`src/rtl/game_timer.sv`:
```
// Two-digit BCD countdown timer with tick prescaler, single-cycle expiry pulse and reload.
// Optional low-time warning output built only when GAME_TIMER_WARN_EN is defined.
module game_timer #(
  parameter int         TICK_DIV     = 50000000,
  parameter logic [3:0] DEFAULT_TENS = 4'd6,
  parameter logic [3:0] DEFAULT_ONES = 4'd0
) (
  input  logic       CLK,
  input  logic       RST,
  input  logic       enable,
  input  logic       reconf,
  input  logic [3:0] load_tens,
  input  logic [3:0] load_ones,
  output logic       timeout,
  output logic       running,
  output logic [3:0] sec_tens,
  output logic [3:0] sec_ones,
  output logic       warn
);

  localparam int PW = (TICK_DIV > 2) ? $clog2(TICK_DIV) : 1;
  localparam logic [PW-1:0] PRESC_LAST = PW'(TICK_DIV - 1);

  typedef enum logic [1:0] {IDLE, RUN, EXPIRED} state_t;

  state_t        state_q, state_d;
  logic [3:0]    tens_q, tens_d;
  logic [3:0]    ones_q, ones_d;
  logic [PW-1:0] presc_q, presc_d;
  logic          timeout_q, timeout_d;
  logic          running_q, running_d;

  function automatic logic [3:0] clamp_bcd(input logic [3:0] d);
    return (d > 4'd9) ? 4'd9 : d;
  endfunction

  always_comb begin
    state_d   = state_q;
    tens_d    = tens_q;
    ones_d    = ones_q;
    presc_d   = presc_q;
    timeout_d = 1'b0;
    if (reconf) begin
      tens_d  = clamp_bcd(load_tens);
      ones_d  = clamp_bcd(load_ones);
      presc_d = '0;
      state_d = IDLE;
    end else begin
      case (state_q)
        IDLE: begin
          if (enable) begin
            if (tens_q == 4'd0 && ones_q == 4'd0) begin
              state_d   = EXPIRED;
              timeout_d = 1'b1;
            end else begin
              state_d = RUN;
            end
          end
        end
        RUN: begin
          if (!enable) begin
            state_d = IDLE;
          end else if (presc_q == PRESC_LAST) begin
            presc_d = '0;
            if (ones_q != 4'd0) begin
              ones_d = ones_q - 4'd1;
            end else begin
              ones_d = 4'd9;
              tens_d = tens_q - 4'd1;
            end
            // 01 -> 00 is the only path to zero, so tens never borrows below 0
            if (tens_q == 4'd0 && ones_q == 4'd1) begin
              state_d   = EXPIRED;
              timeout_d = 1'b1;
            end
          end else begin
            presc_d = presc_q + PW'(1);
          end
        end
        EXPIRED: ;
        default: state_d = IDLE;
      endcase
    end
    running_d = (state_d == RUN);
  end

  always_ff @(posedge CLK or negedge RST) begin
    if (!RST) begin
      state_q   <= IDLE;
      tens_q    <= DEFAULT_TENS;
      ones_q    <= DEFAULT_ONES;
      presc_q   <= '0;
      timeout_q <= 1'b0;
      running_q <= 1'b0;
    end else begin
      state_q   <= state_d;
      tens_q    <= tens_d;
      ones_q    <= ones_d;
      presc_q   <= presc_d;
      timeout_q <= timeout_d;
      running_q <= running_d;
    end
  end

`ifdef GAME_TIMER_WARN_EN
  logic warn_q, warn_d;

  always_comb begin
    warn_d = (state_d != EXPIRED) &&
             ((tens_d == 4'd0) || (tens_d == 4'd1 && ones_d == 4'd0));
  end

  always_ff @(posedge CLK or negedge RST) begin
    if (!RST) warn_q <= 1'b0;
    else      warn_q <= warn_d;
  end

  assign warn = warn_q;
`else
  assign warn = 1'b0;
`endif

  assign timeout  = timeout_q;
  assign running  = running_q;
  assign sec_tens = tens_q;
  assign sec_ones = ones_q;

endmodule

```
`config.mk`:
```
export PLATFORM = sky130hd
export DESIGN_NAME = game_timer
export DESIGN_NICKNAME = d
export VERILOG_FILES = /design/src/rtl/game_timer.sv
export SDC_FILE = /design/constraint.sdc
export NUM_CORES = 1
export LEC_CHECK = 0
export BUFFER_PORTS_ARGS = -buffer_cell sky130_fd_sc_hd__clkbuf_2
export CAP_MARGIN = 25
export CORE_ASPECT_RATIO = 1.1
export CORE_UTILIZATION = 46
export CTS_CLUSTER_DIAMETER = 80
export DETAILED_ROUTE_END_ITERATION = 10
export PLACE_DENSITY = 0.72
export SLEW_MARGIN = 30
export SYNTH_ARGS = -nofsm -noshare
export SYNTH_HDL_FRONTEND = slang
export SYNTH_SLANG_ARGS = --single-unit
```
`constraint.sdc`:
```
create_clock -name CLK -period 6 [get_ports CLK]
set_input_delay 0.3 -clock CLK [delete_from_list [all_inputs] [get_ports CLK]]
set_output_delay 0.3 -clock CLK [all_outputs]
set_load 0.005 [all_outputs]
```
==> PnR_summary.wiki <==
{| class="wikitable"
! Metric !! Value
|-
| Outcome || finished, violations left
|-
| Violations in the final reports || hold timing
|-
| Net load switching power || 0.000126 W
|-
| Half-perimeter wire length after detailed placement || between 3000 and 4000 um
|-
| Fin crit period || 2610 ps
|-
| Number of inserted filler cells in the final layout || 440
|-
| Number of distinct library cell variants in the gate-level netlist after synthesis || 50
|-
| Number of global-route vias before repair || ~1700
|-
| Global Route met1 Usage || 0.241
|-
| Clock network fraction of design power || 0.369
|-
| Final core area utilization || 0.527
|-
| Top achievable clock speed || about 0.38 GHz
|-
| Insertion delay to the later sink of the worst-skew pair || 290 ps
|-
| Maximum capacitance violations || 0
|-
| Vias after detailed routing || approximately 1900
|-
| FFs w/ async S/R, synth || 1.00
|-
| Worst slew slack as a fraction of its limit || 0.520
|-
| Maximum ir drop on the vdd rail || about 0.00014 V
|-
| Number of input and output port buffers inserted || 21
|-
| CP Data Arrival Time || 2770 ps
|-
| Required arrival time at the worst endpoint || roughly 6200 ps
|-
| Layer carrying the most global-route usage || met2
|-
| Number of design rule violations left after detail routing || 0
|-
| Number of antenna repair diodes || 0
|-
| RSZ-0062 raised after global routing || no
|-
| Ratio of final minimum period to clock period || 0.434
|-
| Largest clock skew in the final design || roughly 4.0 ps
|-
| First element of the critical path || presc_q[16]
|-
| Final Instance Count excl. Fillers || 317
|-
| Top Ports || 23
|-
| Internal Power || about 0.00037 W
|-
| Flop pwr share || 0.544
|-
| Global placement routability congestion || a little over 0.8
|-
| Logic gate share of total power || 0.087
|-
| Final wirelength || 4660 um
|-
| Final worst setup slack || 3390 ps
|-
| Violation count after the first detailed-routing iteration || around 140
|-
| Hold buffer count at CTS || 0
|-
| Vertical die dimension || between 70 and 80 um
|-
| Total global routing track utilization || 0.207
|-
| Placeable core area || 4620 sq um
|-
| Aggregate global routing overflow || 0
|-
| Post-synth design cell area || approximately 2200 sq um
|-
| Number of placed instances with taps included || just over 300
|-
| Final hold viol count || 36
|-
| Footprint of the multi-input gates || between 1000 and 1500 sq um
|-
| H-Tree Level Count || 2
|-
| Fraction of the yosys area taken by sequential cells || 0.434
|-
| Count of nets left with antenna violations after detail routing || 0
|-
| Pwr/cell area || approximately 200 nW/um^2
|-
| Total Neg Setup Slack || 0 ps
|-
| Maximum number of pins on one net before global-route repair || 39
|-
| Cell count after synthesis || between 200 and 250
|-
| Horizontal extent of the die || 67.9 um
|-
| Global routing met3 resource utilization || 0.0460
|-
| Total number of clock tree sinks || 38
|-
| Antenna violations before repair || 0
|-
| Number of cells on the worst reg-to-reg path || 5
|-
| Number of nets in the finished design || 275
|-
| FF+latch count, synth || 38
|-
| Clock root buffer master || clkbuf_8
|-
| Number of placement rows || 26
|-
| First-pass GRT wire length || ~7800 um
|-
| Setup slack at placement || approximately 3400 ps
|-
| Average via count per standard cell || 5.89
|-
| Clock Tree Buf Depth || 2
|-
| Actual slew at the worst max-slew pin || 713 ps
|-
| Setup slack of the most critical reg-to-reg path || ~3400 ps
|-
| Proportion of layout cells with a drive suffix above 1 || 0.157
|-
| Clock tree from TritonCTS || yes
|-
| Switching fraction of total power || 0.253
|-
| Critical register-to-register path startpoint || presc_q[16]
|-
| Worst-path fanout max || 16
|-
| Mean routed wirelength per cell || about 15 um
|-
| Layout overhead on the synthesized area || 10.6%
|-
| Footprint of the flip-flops and latches || about 950 sq um
|-
| Most used flip-flop cell after synthesis || dfrtp_1
|-
| Leakage Power || approximately 0.99 nW
|-
| Synth Net Count || 256
|-
| Setup fix buffers added after clock tree synthesis || 0
|-
| Total power after layout || about 0.00050 W
|-
| Classification of the worst-slack hold path || primary input to async pin
|-
| Synthesized area per cell || a little over 9 sq um
|-
| Critical path class || register to register
|-
| Yosys synthesis warning count || 0
|-
| Total Die Area || approximately 5000 sq um
|-
| Number of enable-type register cells in the synthesized netlist || 0
|-
| Final Slew Violations || 0
|-
| DR pass1 iterations || 4
|-
| Kind of launch point of the worst setup path || register
|-
| Number of buffers inserted during clock tree synthesis || 5
|-
| GR met2 Demand/Resource || 0.372
|-
| Initial core utilization || 0.476
|-
| Worst hold slack after final layout || -40.0 ps
|-
| Quantity of gates resized following cts || 0
|-
| Type of destination of the critical path || register
|-
| Setup Viol. Count Final || 0
|-
| Clock-pin slew on the worst setup and hold paths || roughly 80 ps
|}
state kept, by name, summed over array words and instances, names as in the netlist:
register and flops:
running 1, sec_tens 4, timeout 1, sec_ones 4
presc_q 26, state_q 2
critical path, cell delays in order, from the launching register on:
cell and delay [ps]:
dfrtp_1 450, or4_1 510, or4_1 680, or2_4 340
o21ai_4 380, nor2_1 110
layout make-up:
cell class | count | share of cell area
clock inverters | 2 | 0.00514
repair buffers | 22 | 0.0473
well taps | 56 | 0.0288
clock buffers | 6 | 0.0340
inverters | 6 | 0.00926
multi-input cells | 187 | 0.484
flip-flops and latches | 38 | 0.392
power by group through the flow:
stage	registers, W	clock network (W)	logic, W
after global routing	0.000273	0.000203	0.0000500
after CTS	0.000272	0.000191	0.0000441
after detailed placement	0.000277	0	0.0000439
after floorplan	0.000274	0	0.0000260
final	0.000271	0.000184	0.0000432
after global placement	0.000276	0	0.0000432
through the flow:
stage	instance area (sq um)	hold slack (ps)
finish	2430	-40.0
global route	2430	4.01
CTS	2420	176
detailed placement	2330	478
global placement	2330	471
floorplan	2200	4.41
logic make-up (layout without fill, tap and decap cells):
family,Yosys count,after routing,synth area share
simple gates,126,126,0.302
flops,38,38,0.434
compound gates,35,35,0.122
xor+xnor,20,20,0.0797
buf+inv,16,36,0.0341
fa+ha+maj,3,3,0.0171
mux,2,2,0.00968
other cells,1,1,0.00171
placed cells by master (no fill, tap or decap), drive strengths merged, types with 2 or more instances in the layout:
cell | synthesis | final
ha | 3 | 3
nand2 | 28 | 28
xnor2 | 12 | 12
o311ai | 2 | 2
a211oi | 2 | 2
inv | 6 | 6
and3 | 5 | 5
nor3 | 9 | 9
nor4 | 11 | 11
a22o | 3 | 3
or2 | 2 | 2
nor2 | 35 | 35
dfrtp | 36 | 36
a41oi | 4 | 4
nand3b | 2 | 2
buf | 3 | 2
o21a | 2 | 2
nand4 | 5 | 5
clkbuf | 7 | 26
a31oi | 7 | 7
xor2 | 8 | 8
nand3 | 13 | 13
or4 | 5 | 5
a21oi | 2 | 2
dfstp | 2 | 2
a221o | 2 | 2
o21ai | 7 | 7
or3 | 2 | 2
nor4bb | 2 | 2
cell usage after synthesis, drive strengths merged (3+ instances only):
master	n	area share
dfrtp	36	0.41
nor2	35	0.060
nand2	28	0.048
nand3	13	0.030
xnor2	12	0.048
nor4	11	0.034
nor3	9	0.028
xor2	8	0.032
a31oi	7	0.020
clkbuf	7	0.012
o21ai	7	0.021
inv	6	0.010
and3	5	0.014
nand4	5	0.014
or4	5	0.017
a41oi	4	0.016
a22o	3	0.012
buf	3	0.012
ha	3	0.017
path summary, 6_finish.rpt:
check | endpoint
min reg2reg | presc_q[20]
max in group asynchronous | sec_tens[2]
min | presc_q[20]
min in group CLK | sec_ones[2]
max | presc_q[15]
max reg2reg | presc_q[15]
layer usage:
metal | up-vias | wire length, um
met2 | 39 | 2340
li1 | 913 | -
met5 | - | 0
met1 | 908 | 2070
met3 | 6 | 185
met4 | 0 | 71
Power figures use the tool's default switching activity.
